$ cat src/rtl/mem_port_arbiter.sv
// mem_port_arbiter: shares one memory port between instruction fetch and
// data (LW/SW) access. Data wins by default. Fetch is forced through after
// STARVE_MAX back-to-back data grants while it waits. HLT parks the block
// until reset.
// Optional macro MEM_TIMEOUT_EN: a transaction that sees no mem_ack within
// TIMEOUT cycles is aborted, returns rdata = 0 and pulses mem_err.
module mem_port_arbiter #(
    parameter int ADDR_W     = 16,
    parameter int DATA_W     = 16,
    parameter int STARVE_MAX = 4,
    parameter int TIMEOUT    = 64
) (
    input  logic              clk,
    input  logic              rst_n,
    input  logic              if_req,
    input  logic [ADDR_W-1:0] if_addr,
    output logic              if_gnt,
    output logic              if_valid,
    input  logic              d_req,
    input  logic              d_wr,
    input  logic [ADDR_W-1:0] d_addr,
    input  logic [DATA_W-1:0] d_wdata,
    output logic              d_gnt,
    output logic              d_valid,
    output logic [DATA_W-1:0] rdata,
    input  logic              halt,
    output logic              stall,
    output logic              busy,
    output logic              mem_en,
    output logic              mem_wr,
    output logic [ADDR_W-1:0] mem_addr,
    output logic [DATA_W-1:0] mem_wdata,
    input  logic [DATA_W-1:0] mem_rdata,
    input  logic              mem_ack
`ifdef MEM_TIMEOUT_EN
    ,
    output logic              mem_err
`endif
);

    typedef enum logic [1:0] {S_IDLE, S_FETCH, S_DATA, S_HALTED} state_t;

    localparam int            SC_W   = 4;
    localparam logic [SC_W-1:0] SC_MAX = SC_W'(STARVE_MAX);

    // Reject configurations the starve counter or timeout cannot represent.
    if (STARVE_MAX < 1 || STARVE_MAX > 15 || TIMEOUT < 1) begin : g_bad_cfg
        $error("mem_port_arbiter: STARVE_MAX must be 1..15, TIMEOUT >= 1");
    end

    state_t              r_state;
    logic [SC_W-1:0]     r_starve;
    logic                r_if_gnt, r_d_gnt, r_if_valid, r_d_valid;
    logic                r_busy, r_mem_en, r_mem_wr;
    logic [ADDR_W-1:0]   r_mem_addr;
    logic [DATA_W-1:0]   r_mem_wdata, r_rdata;

    logic w_starved, w_take_fetch, w_take_data, w_go_halt, w_timeout;

    // IDLE arbitration: a starved fetch beats data, data beats halt,
    // halt beats an ordinary fetch.
    assign w_starved    = if_req && (r_starve == SC_MAX);
    assign w_take_fetch = w_starved || (if_req && !d_req && !halt);
    assign w_take_data  = !w_starved && d_req;
    assign w_go_halt    = !w_starved && !d_req && halt;

`ifdef MEM_TIMEOUT_EN
    localparam int TO_W = $clog2(TIMEOUT + 1);
    logic [TO_W-1:0] r_to_cnt;
    logic            r_mem_err;
    assign w_timeout = !mem_ack && (r_to_cnt == TO_W'(TIMEOUT - 1));
    assign mem_err   = r_mem_err;
`else
    assign w_timeout = 1'b0;
`endif

    // Port sequencer: arbitrate in IDLE, hold the port until ack, then
    // return data and pulse the requester's valid.
    always_ff @(posedge clk or negedge rst_n) begin
        if (!rst_n) begin
            r_state     <= S_IDLE;
            r_starve    <= '0;
            r_if_gnt    <= 1'b0;
            r_d_gnt     <= 1'b0;
            r_if_valid  <= 1'b0;
            r_d_valid   <= 1'b0;
            r_busy      <= 1'b0;
            r_mem_en    <= 1'b0;
            r_mem_wr    <= 1'b0;
            r_mem_addr  <= '0;
            r_mem_wdata <= '0;
            r_rdata     <= '0;
`ifdef MEM_TIMEOUT_EN
            r_to_cnt    <= '0;
            r_mem_err   <= 1'b0;
`endif
        end else begin
            r_if_gnt   <= 1'b0;
            r_d_gnt    <= 1'b0;
            r_if_valid <= 1'b0;
            r_d_valid  <= 1'b0;
`ifdef MEM_TIMEOUT_EN
            r_mem_err  <= 1'b0;
`endif
            case (r_state)
                S_IDLE: begin
                    if (!if_req) r_starve <= '0;
`ifdef MEM_TIMEOUT_EN
                    r_to_cnt <= '0;
`endif
                    if (w_take_fetch) begin
                        r_state    <= S_FETCH;
                        r_if_gnt   <= 1'b1;
                        r_busy     <= 1'b1;
                        r_mem_en   <= 1'b1;
                        r_mem_wr   <= 1'b0;
                        r_mem_addr <= if_addr;
                        r_starve   <= '0;
                    end else if (w_take_data) begin
                        r_state     <= S_DATA;
                        r_d_gnt     <= 1'b1;
                        r_busy      <= 1'b1;
                        r_mem_en    <= 1'b1;
                        r_mem_wr    <= d_wr;
                        r_mem_addr  <= d_addr;
                        r_mem_wdata <= d_wdata;
                        if (if_req && r_starve != SC_MAX)
                            r_starve <= r_starve + SC_W'(1);
                    end else if (w_go_halt) begin
                        r_state <= S_HALTED;
                    end
                end
                S_FETCH, S_DATA: begin
`ifdef MEM_TIMEOUT_EN
                    r_to_cnt <= r_to_cnt + TO_W'(1);
`endif
                    if (mem_ack || w_timeout) begin
                        r_state  <= S_IDLE;
                        r_busy   <= 1'b0;
                        r_mem_en <= 1'b0;
                        r_mem_wr <= 1'b0;
                        // stores leave the last read data in place
                        if (w_timeout)     r_rdata <= '0;
                        else if (!r_mem_wr) r_rdata <= mem_rdata;
                        if (r_state == S_FETCH) r_if_valid <= 1'b1;
                        else                    r_d_valid  <= 1'b1;
`ifdef MEM_TIMEOUT_EN
                        r_mem_err <= w_timeout;
`endif
                    end
                end
                default: ;  // S_HALTED: parked until reset
            endcase
        end
    end

    assign if_gnt    = r_if_gnt;
    assign d_gnt     = r_d_gnt;
    assign if_valid  = r_if_valid;
    assign d_valid   = r_d_valid;
    assign busy      = r_busy;
    assign mem_en    = r_mem_en;
    assign mem_wr    = r_mem_wr;
    assign mem_addr  = r_mem_addr;
    assign mem_wdata = r_mem_wdata;
    assign rdata     = r_rdata;
    assign stall     = d_req && !r_d_valid;

endmodule

$ cat config.mk
export PLATFORM = sky130hd
export DESIGN_NAME = mem_port_arbiter
export DESIGN_NICKNAME = d
export VERILOG_FILES = /design/src/rtl/mem_port_arbiter.sv
export SDC_FILE = /design/constraint.sdc
export NUM_CORES = 1
export LEC_CHECK = 0
export BUFFER_PORTS_ARGS = -buffer_cell sky130_fd_sc_hd__buf_2
export CORE_ASPECT_RATIO = 1.2
export CORE_MARGIN = 5
export CORE_UTILIZATION = 40
export DETAILED_ROUTE_END_ITERATION = 8
export GPL_ROUTABILITY_DRIVEN = 1
export MAX_ROUTING_LAYER = met4
export PLACE_DENSITY = 0.8
export SLEW_MARGIN = 5
export SYNTH_ARGS = -nofsm -noshare
export SYNTH_HDL_FRONTEND = slang
export SYNTH_SLANG_ARGS = --single-unit
export TNS_END_PERCENT = 10
$ cat constraint.sdc
create_clock -name clk -period 1.84 [get_ports clk]
set_input_delay 0.276 -clock clk [delete_from_list [all_inputs] [get_ports clk]]
set_output_delay 0.276 -clock clk [all_outputs]
set_load 0.01 [all_outputs]
After elaboration in Yosys (flattened, before gate mapping) --
Cells that the tools add are included.
Operators by class: $add $sub $neg 1, eq/ne operators 7, muxes and demuxes 29, bitwise logic cells 2, reductions and logical operators 22
Operator list (count):
- 16-bit 2-to-1 mux | 2
- 1-bit 2-to-1 mux | 16
- 4-bit 2-to-1 mux | 4
- 3-bit AND reduction | 4
- 1-bit logical AND | 8
- 2-bit 2-to-1 mux | 4
- 4-bit by 1-bit adder with 4-bit output (second input constant) | 1
- 4-bit by 3-bit equality test with 1-bit output (second input constant) | 1
- 1-bit zero test | 4
- 4-bit by 3-bit inequality test with 1-bit output (second input constant) | 1
- 4-bit inequality test (second input constant) | 1
- 1-bit one-hot mux with 2 select lines | 2
- 2-bit one-hot mux with 2 select lines | 1
- 2-bit nonzero test | 2
- 3-bit inequality test (second input constant) | 1
- 2-bit by 1-bit equality test with 1-bit output (second input constant) | 1
- 2-bit equality test (second input constant) | 1
- 2-bit zero test | 1
- 2-bit inequality test (second input constant) | 1
- 1-bit NOT | 2
- 2-bit AND reduction | 1
- 2-bit OR reduction | 1
- 1-bit logical OR | 1
Word-level totals: flip-flop bits (word level) 60, input port bits 71, logic and storage cells 72

Logic depth before layout (Yosys ltp) --
Gate-level depths: netlist (run 1).
depth after elaboration 9, mapped depth 8

Worst setup path before layout (run 1) --
Ideal clock, no wire load.
kind reg-to-reg, from reg r_state[0], to reg r_rdata[10] (netlist: rdata[10]), library setup time 0.125 ns, arrival time 1.538 ns, required time 1.715 ns, slack 0.177 ns, cell stages (with the launch flop) 6, buffers on the path 1, period minus slack after synthesis 1.663 ns, path through dfrtp_1 -> inv_1 -> ha_1 -> nand3_1 -> buf_2 -> mux2_2
Between the ends: longest elaborated chain between the ends 3, elaborated cells between the ends (all ways) 4
Ends and longest elaborated chain:
- from (decl) | line 51 | state_t r_state;
- from (signal assigned) | line 81 | r_state <= S_IDLE;
- from (signal assigned) | line 112 | r_state <= S_FETCH;
- from (signal assigned) | line 120 | r_state <= S_DATA;
- 2-bit by 1-bit equality test with 1-bit output or 2-bit equality test (tied branches) | line 105 | case (r_state)
- 2-bit OR reduction (*) | line 105
- 3-bit AND reduction (no line) (*)
- to (signal assigned) | line 144 | else if (!r_mem_wr) r_rdata <= mem_rdata;
- to (decl) | line 56 | logic [DATA_W-1:0] r_mem_wdata, r_rdata;
Every way passes the cells marked *; elsewhere a longest branch is shown, timed or not. A chain may end at the register's enable or synchronous reset.

Worst setup path after layout (run 1) --
from reg r_starve[0], to reg r_mem_addr[8] (netlist: mem_addr[8])
Between the ends: longest elaborated chain between the ends 6, elaborated cells between the ends (all ways) 8
Ends and longest elaborated chain:
- from (decl) | line 52 | logic [SC_W-1:0] r_starve;
- from (signal assigned) | line 128 | r_starve <= r_starve + SC_W'(1);
- 4-bit by 3-bit equality test with 1-bit output (*) | line 62 | assign w_starved = if_req && (r_starve == SC_MAX);
- 1-bit logical AND (*) | line 62
- 1-bit zero test | line 64 | assign w_take_data = !w_starved && d_req;
- 1-bit logical AND | line 64
- 2-bit nonzero test (no line)
- 2-bit AND reduction (no line)
- to (signal assigned) | line 117 | r_mem_addr <= if_addr;
- to (signal assigned) | line 125 | r_mem_addr <= d_addr;
- to (decl) | line 55 | logic [ADDR_W-1:0] r_mem_addr;
Marked as above.

==> results of run 1 <==
area by class of cell:
type / count / area, sq um
inverter: 11 / 41.3
fill: 607 / 3040
tap: 87 / 109
sequential: 60 / 1500
timing repair buffer: 138 / 748
antenna: 1 / 2.50
multi-input combinational: 149 / 1090
clock inverter: 7 / 67.6
clock buffer: 9 / 124
through the flow:
| step | total power (W) | hold slack [ns] | std cells | setup WS (ns) | instance area, sq um |
|---|---|---|---|---|---|
| global placement | 0.00479 | 0.305 | 444 | 0.0955 | 3470 |
| floorplan | 0.00384 | -0.0196 | 234 | 0.177 | 2720 |
| detailed placement | 0.00492 | 0.311 | 444 | 0.0175 | 3470 |
| finish | 0.00599 | 0.169 | 462 | 0.0834 | 3690 |
| CTS | 0.00608 | 0.149 | 461 | 0.00709 | 3670 |
| global route | 0.00648 | 0.146 | 462 | 0.000330 | 3690 |
cells in the mapped netlist (all sizes together) (5+ instances only):
| cell type | n |
|---|---|
| a211oi | 17 |
| o21ai | 7 |
| inv | 11 |
| nor3 | 6 |
| mux2 | 32 |
| buf | 11 |
| dfrtp | 60 |
| nand2 | 8 |
| o21bai | 11 |
| a21oi | 14 |
| ha | 5 |
| nor2 | 27 |
kinds of logic after synthesis:
family | count (synthesis)
buffers and inverters | 25
flip-flops | 60
multiplexers | 33
adder cells (fa/ha/maj) | 5
AND/OR/NAND/NOR | 52
AO/OA/AOI/OAI | 59
metal layers:
layer | part of all wire | GRT usage
met5 | 0 | -
met3 | 0.098 | 0.0616
met4 | 0.016 | 0.0682
met2 | 0.49 | 0.258
met1 | 0.39 | 0.193
flip-flops by register name, indices dropped and copies added (netlist names), 2 cells and up:
name / flops
mem_wdata: 16
r_state: 2
mem_addr: 16
r_starve: 4
rdata: 16
power groups by stage:
stage | combinational (W) | clock [W] | sequential, W
3_3_place_gp | 0.00253 | 0 | 0.00226
2_1_floorplan | 0.00128 | 0 | 0.00257
6_report | 0.00259 | 0.00113 | 0.00227
3_5_place_dp | 0.00262 | 0 | 0.00230
5_1_grt | 0.00288 | 0.00124 | 0.00236
4_1_cts | 0.00263 | 0.00118 | 0.00228
worst max-delay path by stage:
stage | cells after the start | start | end | slack (ns)
detailed placement | 5 | r_starve[0]$_DFFE_PN0N_ | mem_wdata[15]$_DFFE_PN0P_ | 0.02
floorplan | 5 | r_state[0]$_DFFE_PN0P_ | rdata[10]$_DFFE_PN0P_ | 0.18
finish | 7 | r_starve[0]$_DFFE_PN0N_ | mem_addr[8]$_DFFE_PN0P_ | 0.08
global placement | 5 | r_starve[0]$_DFFE_PN0N_ | mem_wdata[15]$_DFFE_PN0P_ | 0.1
CTS | 5 | r_starve[0]$_DFFE_PN0N_ | mem_wdata[15]$_DFFE_PN0P_ | 0.007
global route | 7 | r_starve[0]$_DFFE_PN0N_ | mem_addr[10]$_DFFE_PN0P_ | 0.0003
worst max-delay path, stage by stage, from the launching register on:
cell,delay (ns)
sky130_fd_sc_hd__dfrtp_1,0.42
sky130_fd_sc_hd__inv_1,0.07
sky130_fd_sc_hd__ha_1,0.24
sky130_fd_sc_hd__and3b_1,0.25
sky130_fd_sc_hd__buf_4,0.19
sky130_fd_sc_hd__a211oi_1,0.25
sky130_fd_sc_hd__o21bai_1,0.15
sky130_fd_sc_hd__a21oi_1,0.09
layout by cell type (no fill, tap or decap), drive strengths merged:
cell	instances
mux2	32
buf	137
clkbuf	9
nand3b	1
o21ai	7
clkinv	3
and3b	1
a211oi	17
nor2	27
dfrtp	60
o21a	1
nand3	3
nand4	3
diode	1
bufinv	1
o2bb2ai	1
nor3	6
inv	11
clkinvlp	3
nor2b	1
ha	5
and2	1
nand4b	1
a22oi	1
a21oi	14
o31ai	2
a211o	1
a221oi	1
o22ai	1
dlygate4sd3	1
a31oi	2
o21bai	11
nand2	8
mux2i	1
timing repair:
action / 4_1_cts / 5_1_grt
hold buffers: 1 / 0
gates resized for setup: 0 / 2
setup endpoints to repair: 0 / 17
endpoints found under the hold margin: 60 / 0
==> run_results.csv, run 1 <==
group,metric,value,unit
floorplanning,die_area,8550,sq um
finish,postLayoutCoreUtil,0.548,
setup_path,timing.reg2reg.setup_slack,0.08,ns
setup_path,cp_data_required_time,2.05,ns
power_and_ir_drop,sw_frac_of_total,0.361,
grt,grt_overflow,0,
detailed_routing,drc_errors,0,
setup_path,timing.setup.critical_path_class,"flip-flop to flip-flop",
logic_synthesis,synth_top_family_by_area,"compound AO/OA/AOI/OAI gates",
timing,max-slew-margin-rel,0.676,
floorplanning,fp-row-count,33,
power_and_ir_drop,power_frac_comb,0.432,
finish,layout-drive-gt1-share,0.508,
clocking,ctsRootBufferMaster,"sky130_fd_sc_hd__clkbuf_8",
detailed_routing,first_iter_violations,113,
detailed_routing,vias,2275,
grt,antenna_found_initial,1,
timing,final_max_slew_viol_count,0,
clocking,max-clock-path-buffers,2,
placement,gpl.final_weighted_congestion,0.892,
power_and_ir_drop,power_leakage,1.79,nW
setup_path,cp.arrival,1.97,ns
setup_path,r2r_cells,7,
clocking,clk_transition_reported_paths,0.07,ns
grt,first_global_vias,2319,
detailed_routing,wl_per_cell,14.3,um
logic_synthesis,synth_adder_area_share,0.0230,
setup_path,rr_startpoint,"r_starve[0]$_DFFE_PN0N_",
logic_synthesis,syn-instance-count,234,
grt,grt_max_degree,61,
logic_synthesis,synth.top_cells.by_area,"sky130_fd_sc_hd__dfrtp_1, sky130_fd_sc_hd__mux2_2, sky130_fd_sc_hd__a211oi_1, sky130_fd_sc_hd__nor2_1, sky130_fd_sc_hd__o21bai_1",
timing,number_of_endpoints_with_negative_hold_slack_in_the_final_report,0,
detailed_routing,detailedRoute.firstPassIterationCount,4,
floorplanning,die_h,100,um
power_and_ir_drop,power.clock.fraction,0.189,
timing,post-route-period-util,0.955,
power_and_ir_drop,p_switching,0.00216,W
logic_synthesis,synth_top_area_frac,0.552,
run_status,status,"completed",
floorplanning,die_x,85.3,um
power_and_ir_drop,power_per_cell_area,1620,nW/um^2
floorplanning,initial_core_util,0.404,
logic_synthesis,synth-compound-area-share,0.150,
detailed_routing,avgViaCountPerCell,4.92,
placement,detailedPlacementHpwl,5020,um
power_and_ir_drop,share_of_total_power_in_sequential_cells,0.379,
floorplanning,fp.coreArea,6730,sq um
detailed_routing,drt-total-wl,6610,um
finish,area.growth.synth_to_final,35.6,%
clocking,cts_made_buffers,9,
setup_path,worst-path-max-fanout,9,
logic_synthesis,syn_area_cell,11.6,sq um
min_path,worst_hold_path_type,"input pin to flip-flop",
timing,finalWorstPathRequiredPeriod,1.76,ns
min_path,hold_path_depth,2,
timing,fin_tns_setup,0,ns
logic_synthesis,synth-xor-area-share,0,
clocking,clock_sinks,60,
logic_synthesis,yosys_register_bits,60,
timing,setup_viol,0,
min_path,whs_endpoint,"rdata[11]$_DFFE_PN0P_",
logic_synthesis,asyncSetResetFlopFracSynth,1.00,
logic_synthesis,synth_mux_area_frac,0.136,
logic_synthesis,synth-edff-count,0,
timing,worst-slew-pin-transition,0.486,ns
placement,io_buffer_count,126,
clocking,number_of_h_tree_levels,3,
logic_synthesis,synth.yosys.seq_area_share,0.552,
logic_synthesis,number_of_distinct_library_cells_after_synthesis,35,
logic_synthesis,synth_area_leader_cell,"sky130_fd_sc_hd__dfrtp_1",
finish,final_nets,445,
power_and_ir_drop,irDropWorstVdd,0.000637,V
power_and_ir_drop,p_int,0.00383,W
logic_synthesis,synth_warnings,0,
min_path,hold_path.startpoint,"mem_rdata[11]",
clocking,cts_setup_buffers,0,
grt,track_usage,0.166,
logic_synthesis,synth-simple-area-share,0.0884,
detailed_routing,ant_nets,0,
setup_path,critPathCaptureType,"flip-flop",
timing,rsz0062_at_grt,"no",
flow_run,cap_viol_max_count,0,
floorplanning,io-pin-count,127,
setup_path,worstReg2RegEnd,"mem_addr[8]$_DFFE_PN0P_",
logic_synthesis,synth_fp_nets,310,
timing,final_worst_clock_skew,0.00693,ns
logic_synthesis,synthFlopType,"sky130_fd_sc_hd__dfrtp_1",
timing,maximum_operating_frequency,0.569,GHz
logic_synthesis,post_synth_instance_area,2720,sq um
grt,grt_pass1_wl,11000,um
clocking,clock_insertion_delay_worst_skew,0.33,ns
setup_path,worstSetupStartpointType,"flip-flop",
clocking,tritoncts,"yes",
Note: power is estimated with default switching activity, not from simulation.
==> run 2: changes to the inputs <==
Settings changed: CAP_MARGIN set to 15, CORE_ASPECT_RATIO 1.2 to unset, REMOVE_ABC_BUFFERS set to 1.
==> run 2 against run 1 <==
Clock-buffer cell count is 2 higher. Die area hardly changed. Critical path depth stayed put. Highest routed layer unchanged. First-iteration DRC count is 34% lower. Utilization is 0.84 points higher. Critical endpoint is now mem_addr[6]$_DFFE_PN0P_. Combinational power is 2% higher. Clock power is 24% higher. Sequential share of layout area is 0.55 points lower. Sequential power hardly changed. Largest cell class unchanged. Wire length hardly changed. Maximum frequency is 3.6% higher. Non-clock buffer count stayed put.
==> run_results.csv, run 2 (synthesized netlist as in run 1, its figures left out) <==
group,metric,value,unit
setup_path,cp_slowest_stage_delay,0.38,ns
clocking,clk_transition_reported_paths,0.07,ns
power_and_ir_drop,p_switching,0.00216,W
timing,maximum_operating_frequency,0.590,GHz
timing,layout_setup_ws,0.144,ns
clocking,ctsRootBufferMaster,"sky130_fd_sc_hd__clkbuf_8",
floorplanning,die_h,92.4,um
clocking,clock_insertion_delay_worst_skew,0.33,ns
power_and_ir_drop,power.clock.fraction,0.222,
detailed_routing,ant_nets,0,
finish,postLayoutCoreUtil,0.556,
power_and_ir_drop,p_int,0.00414,W
timing,final_worst_clock_skew,0.00603,ns
detailed_routing,drt-total-wl,6600,um
setup_path,critPathCaptureType,"flip-flop",
floorplanning,fp-row-count,30,
floorplanning,die_area,8550,sq um
placement,detailedPlacementHpwl,4900,um
floorplanning,die_x,92.4,um
timing,number_of_endpoints_with_negative_hold_slack_in_the_final_report,0,
min_path,worst_hold_path_type,"input pin to flip-flop",
setup_path,rr_startpoint,"r_starve[1]$_DFFE_PN0N_",
power_and_ir_drop,share_of_total_power_in_sequential_cells,0.359,
floorplanning,initial_core_util,0.405,
timing,worst-slew-pin-transition,0.524,ns
detailed_routing,detailedRoute.firstPassIterationCount,4,
power_and_ir_drop,irDropWorstVdd,0.000593,V
grt,grt_overflow,0,
detailed_routing,routedLengthMet1,2750,um
finish,area.growth.synth_to_final,37.5,%
timing,post-route-period-util,0.922,
timing,final_max_slew_viol_count,0,
min_path,hold_path.startpoint,"mem_rdata[11]",
power_and_ir_drop,sw_frac_of_total,0.343,
setup_path,critical_path.top_delay_family,"compound AO/OA/AOI/OAI gates",
floorplanning,io-pin-count,127,
setup_path,cp_data_required_time,2.05,ns
clocking,number_of_h_tree_levels,3,
flow_run,cap_viol_max_count,0,
placement,gpl.final_weighted_congestion,0.821,
power_and_ir_drop,power_leakage,1.83,nW
grt,track_usage,0.162,
finish,commonest_non_fill_non_tap_cells_in_the_layout,"sky130_fd_sc_hd__buf_2, sky130_fd_sc_hd__dfrtp_1, sky130_fd_sc_hd__mux2_2, sky130_fd_sc_hd__nor2_1, sky130_fd_sc_hd__a211oi_1",
clocking,cts_made_buffers,9,
detailed_routing,avgViaCountPerCell,5.05,
min_path,hold_path_depth,2,
detailed_routing,vias,2293,
clocking,tritoncts,"yes",
timing,finalWorstPathRequiredPeriod,1.70,ns
setup_path,crit_path_start,"r_starve[1]$_DFFE_PN0N_",
timing,setup_viol,0,
placement,preCtsSetupSlack,0.00514,ns
finish,fillerInstances,610,
setup_path,crit_path_max_delay_cell_type,"sky130_fd_sc_hd__dfrtp_1",
grt,antenna_found_initial,0,
clocking,clock_sinks,60,
grt,first_global_vias,2287,
detailed_routing,route.top_layer_used,"met4",
setup_path,cp.arrival,1.91,ns
timing,rsz0062_at_grt,"no",
setup_path,worstSetupStartpointType,"flip-flop",
setup_path,worst-path-stages,7,
detailed_routing,drc_errors,0,
setup_path,timing.setup.critical_path_class,"flip-flop to flip-flop",
detailed_routing,route.met2.wl,3320,um
setup_path,r2r_cells,7,
finish,final_design_area_no_fill,3740,sq um
setup_path,worst-path-max-fanout,11,
detailed_routing,first_iter_violations,75,
power_and_ir_drop,power_frac_comb,0.419,
finish,final_nets,445,
detailed_routing,met3_length,421,um
grt,grt_max_degree,43,
floorplanning,fp.coreArea,6720,sq um
clocking,max-clock-path-buffers,2,
grt,grt_pass1_wl,10700,um
finish,antenna_cells,0,
placement,place_area,3470,sq um
finish,layout-drive-gt1-share,0.511,
run_status,status,"completed",
detailed_routing,wl_per_cell,14.5,um
setup_path,critical_path.cell_chain,"inv_1 > ha_1 > and3b_2 > buf_4 > a211oi_1 > o21bai_1 > a21oi_1",
power_and_ir_drop,power_per_cell_area,1680,nW/um^2
setup_path,cp.buffers_inverters,2,
timing,max-slew-margin-rel,0.650,
placement,io_buffer_count,126,
finish,mostFrequentLayoutCell,"sky130_fd_sc_hd__buf_2",
-- run 2: timing repair --
item,in CTS,in global routing
hold endpoints to repair,18,0
resized for setup,0,5
endpoints found under the setup margin,0,26
buffers inserted,0,1
hold buffers,1,0
-- run 2: routing by layer --
| layer | vias to the layer above | GRT usage |
|---|---|---|
| li1 | 1105 | - |
| met1 | 1102 | 0.185 |
| met2 | 74 | 0.266 |
| met3 | 12 | 0.0512 |
| met4 | 0 | 0.0631 |
| met5 | - | - |
-- run 2: per-stage QoR --
stage | hold WS (ns) | TNS, ns | power, W | std cells
4_1_cts | 0.158 | 0 | 0.00634 | 453
2_1_floorplan | -0.0196 | -0.816 | 0.00377 | 220
6_report | 0.170 | 0 | 0.00629 | 454
3_3_place_gp | 0.245 | 0 | 0.00481 | 436
3_5_place_dp | 0.254 | 0 | 0.00493 | 436
5_1_grt | 0.148 | 0 | 0.00675 | 454
-- run 2: cell type report --
type | instances | area (sq um) | area share
multi-input combinational | 149 | 1100 | 0.295
clock inverter | 5 | 100 | 0.0268
tap | 80 | 100 | 0.0268
timing repair buffer | 138 | 761 | 0.204
sequential | 60 | 1500 | 0.402
clock buffer | 11 | 131 | 0.0352
inverter | 11 | 41.3 | 0.0110
-- run 2: final timing paths --
check,slack (ns),to
worst max-delay path,0.14,mem_addr[6]$_DFFE_PN0P_
max in group asynchronous,0.81,mem_wdata[14]$_DFFE_PN0P_
min in group asynchronous,0.44,mem_addr[9]$_DFFE_PN0P_
worst min register to register,0.50,rdata[7]$_DFFE_PN0P_
worst min-delay path,0.17,rdata[11]$_DFFE_PN0P_
worst max register to register,0.14,mem_addr[6]$_DFFE_PN0P_
-- run 2: power groups by stage --
stage	Clock, W	Combinational (W)	Sequential (W)
final	0.00140	0.00263	0.00226
after global routing	0.00151	0.00288	0.00236
after CTS	0.00143	0.00264	0.00227
after detailed placement	0	0.00264	0.00229
after global placement	0	0.00255	0.00226
after floorplan	0	0.00120	0.00257
==> run 3: changes to the inputs <==
Settings changed: PLACE_DENSITY 0.8 to 0.83, REMOVE_ABC_BUFFERS 1 to unset.
Clock period 1.84 ns to 1.37 ns, I/O delays scaled along.
==> run 3 against run 2 <==
The flow now finishes with violations (negative setup slack). Combinational power grew 65%. Global-route usage grew 1.6 points. Hold slack lost 0.074 ns. Largest power group unchanged.
==> run_results.csv, run 3 (synthesized netlist as in run 1, its figures left out) <==
group,metric,value,unit
detailed_routing,ant_nets,0,
detailed_routing,wl_per_cell,15.8,um
timing,maximum_operating_frequency,0.642,GHz
detailed_routing,route.top_layer_used,"met4",
detailed_routing,route.met2.wl,3780,um
finish,sequential_cell_area,1500,sq um
grt,first_global_vias,2501,
clocking,clk_transition_reported_paths,0.07,ns
setup_path,cp_slowest_stage_delay,0.37,ns
setup_path,critPathCaptureType,"flip-flop",
setup_path,critical_path.cell_chain,"inv_2 > ha_4 > and3b_2 > buf_6 > a211oi_4 > o21bai_1 > a21oi_1",
finish,final_nets,465,
detailed_routing,avgViaCountPerCell,5.16,
placement,gpl.final_weighted_congestion,0.882,
detailed_routing,detailedRoute.firstPassIterationCount,4,
timing,rsz0062_at_grt,"yes",
placement,preCtsSetupSlack,-0.193,ns
floorplanning,die_x,92.4,um
detailed_routing,routedLengthMet1,3100,um
run_status,status,"finished with violations",
clocking,tritoncts,"yes",
setup_path,crit_path_max_delay_cell_type,"sky130_fd_sc_hd__dfrtp_1",
floorplanning,initial_core_util,0.405,
timing,whs,0.0960,ns
finish,fillerInstances,518,
power_and_ir_drop,power_per_cell_area,2240,nW/um^2
timing,layout_setup_ws,-0.187,ns
timing,number_of_endpoints_with_negative_hold_slack_in_the_final_report,0,
timing,worst-slew-pin-transition,0.740,ns
placement,detailedPlacementHpwl,5370,um
finish,postLayoutCoreUtil,0.621,
detailed_routing,met3_length,472,um
setup_path,worstSetupStartpointType,"flip-flop",
floorplanning,die_h,92.4,um
finish,antenna_cells,0,
timing,finalWorstPathRequiredPeriod,1.56,ns
setup_path,cp_data_required_time,1.59,ns
flow_run,cap_viol_max_count,0,
min_path,worst_hold_path_type,"input pin to flip-flop",
setup_path,worst-path-max-fanout,6,
power_and_ir_drop,power_leakage,2.04,nW
finish,area.growth.synth_to_final,53.4,%
detailed_routing,vias,2445,
timing,final_max_slew_viol_count,0,
run_status,violations,"negative setup slack",
floorplanning,io-pin-count,127,
clocking,max-clock-path-buffers,2,
placement,io_buffer_count,126,
finish,mostFrequentLayoutCell,"sky130_fd_sc_hd__buf_2",
clocking,ctsRootBufferMaster,"sky130_fd_sc_hd__clkbuf_8",
clocking,number_of_h_tree_levels,3,
clocking,clock_insertion_delay_worst_skew,0.33,ns
finish,layout-drive-gt1-share,0.617,
grt,grt_max_degree,26,
grt,grt_pass1_wl,11800,um
finish,commonest_non_fill_non_tap_cells_in_the_layout,"sky130_fd_sc_hd__buf_2, sky130_fd_sc_hd__dfrtp_1, sky130_fd_sc_hd__nor2_1, sky130_fd_sc_hd__buf_4, sky130_fd_sc_hd__mux2_2",
grt,track_usage,0.178,
finish,combined_area_of_the_multi_input_logic_cells,1340,sq um
floorplanning,fp.coreArea,6720,sq um
detailed_routing,first_iter_violations,128,
setup_path,cp.arrival,1.78,ns
timing,post-route-period-util,1.14,
timing,final_worst_clock_skew,0.00646,ns
detailed_routing,drc_errors,0,
grt,antenna_found_initial,0,
timing,max-slew-margin-rel,0.501,
clocking,clock_sinks,60,
floorplanning,fp-row-count,30,
timing,setup_viol,53,
clocking,cts_made_buffers,9,
grt,grt_overflow,0,
detailed_routing,drt-total-wl,7510,um
power_and_ir_drop,irDropWorstVdd,0.000882,V
floorplanning,die_area,8550,sq um
setup_path,timing.setup.critical_path_class,"flip-flop to flip-flop",
-- run 3: cell count changes in the layout (fill, tap and decap cells not counted), sizes merged --
cell,change
buf,+19
clkbuf,-1
clkinv,+1
inv,+1
-- run 3: per-layer routing --
layer,vias up,GRT usage
met3,15,0.0544
met1,1206,0.213
met2,84,0.283
met4,0,0.0705
li1,1140,-
met5,-,-
-- run 3: area by class of cell --
type	count	area share
clock inverter	7	0.0273
clock buffer	9	0.0297
sequential	60	0.360
inverter	11	0.00990
tap	80	0.0240
multi-input combinational	149	0.320
timing repair buffer	158	0.229
-- run 3: per-stage QoR --
step	area [sq um]	setup TNS, ns	power [W]	cells
after floorplan	2850	-5.12	0.00546	234
after global placement	3750	-4.66	0.00696	456
after detailed placement	3750	-5.70	0.00709	456
after CTS	4050	-6.46	0.00912	473
after global routing	4170	-8.50	0.00994	474
final	4170	-5.13	0.00933	474
-- run 3: final timing paths --
| path | startpoint | to | slack (ns) | depth (start not counted) |
|---|---|---|---|---|
| worst min register to register | mem_wdata[2]$_DFFE_PN0P_ | mem_wdata[2]$_DFFE_PN0P_ | 0.50 | 1 |
| max in group asynchronous | rst_n | rdata[11]$_DFFE_PN0P_ | 0.60 | 3 |
| worst max register to register | r_starve[0]$_DFFE_PN0N_ | mem_addr[13]$_DFFE_PN0P_ | -0.19 | 7 |
| worst min-delay path | mem_rdata[9] | rdata[9]$_DFFE_PN0P_ | 0.1 | 2 |
| worst max-delay path | r_starve[0]$_DFFE_PN0N_ | mem_addr[13]$_DFFE_PN0P_ | -0.19 | 7 |
| min in group asynchronous | rst_n | mem_addr[14]$_DFFE_PN0P_ | 0.31 | 2 |
-- run 3: report_power, final --
| part | total (W) | switching [W] | internal (W) |
|---|---|---|---|
| Clock | 0.00193 | 0.000724 | 0.00120 |
| Sequential | 0.00306 | 0.000441 | 0.00262 |
| Combinational | 0.00433 | 0.00210 | 0.00224 |
-- run 3: worst max-delay path, delay by kind of cell, from the launching register on --
family | cells | cell delay [ns]
buf+inv | 2 | 0.21
fa+ha+maj | 1 | 0.16
compound gates | 3 | 0.43
simple gates | 1 | 0.26
flops | 1 | 0.37
-- run 3: repair_timing --
item                                    CTS  global route
pin swaps                                 3             7
hold endpoints to repair                 11             0
resized for setup                        11            30
buffers inserted                          0             1
endpoints found under the setup margin   56            59
hold buffers                              1             0
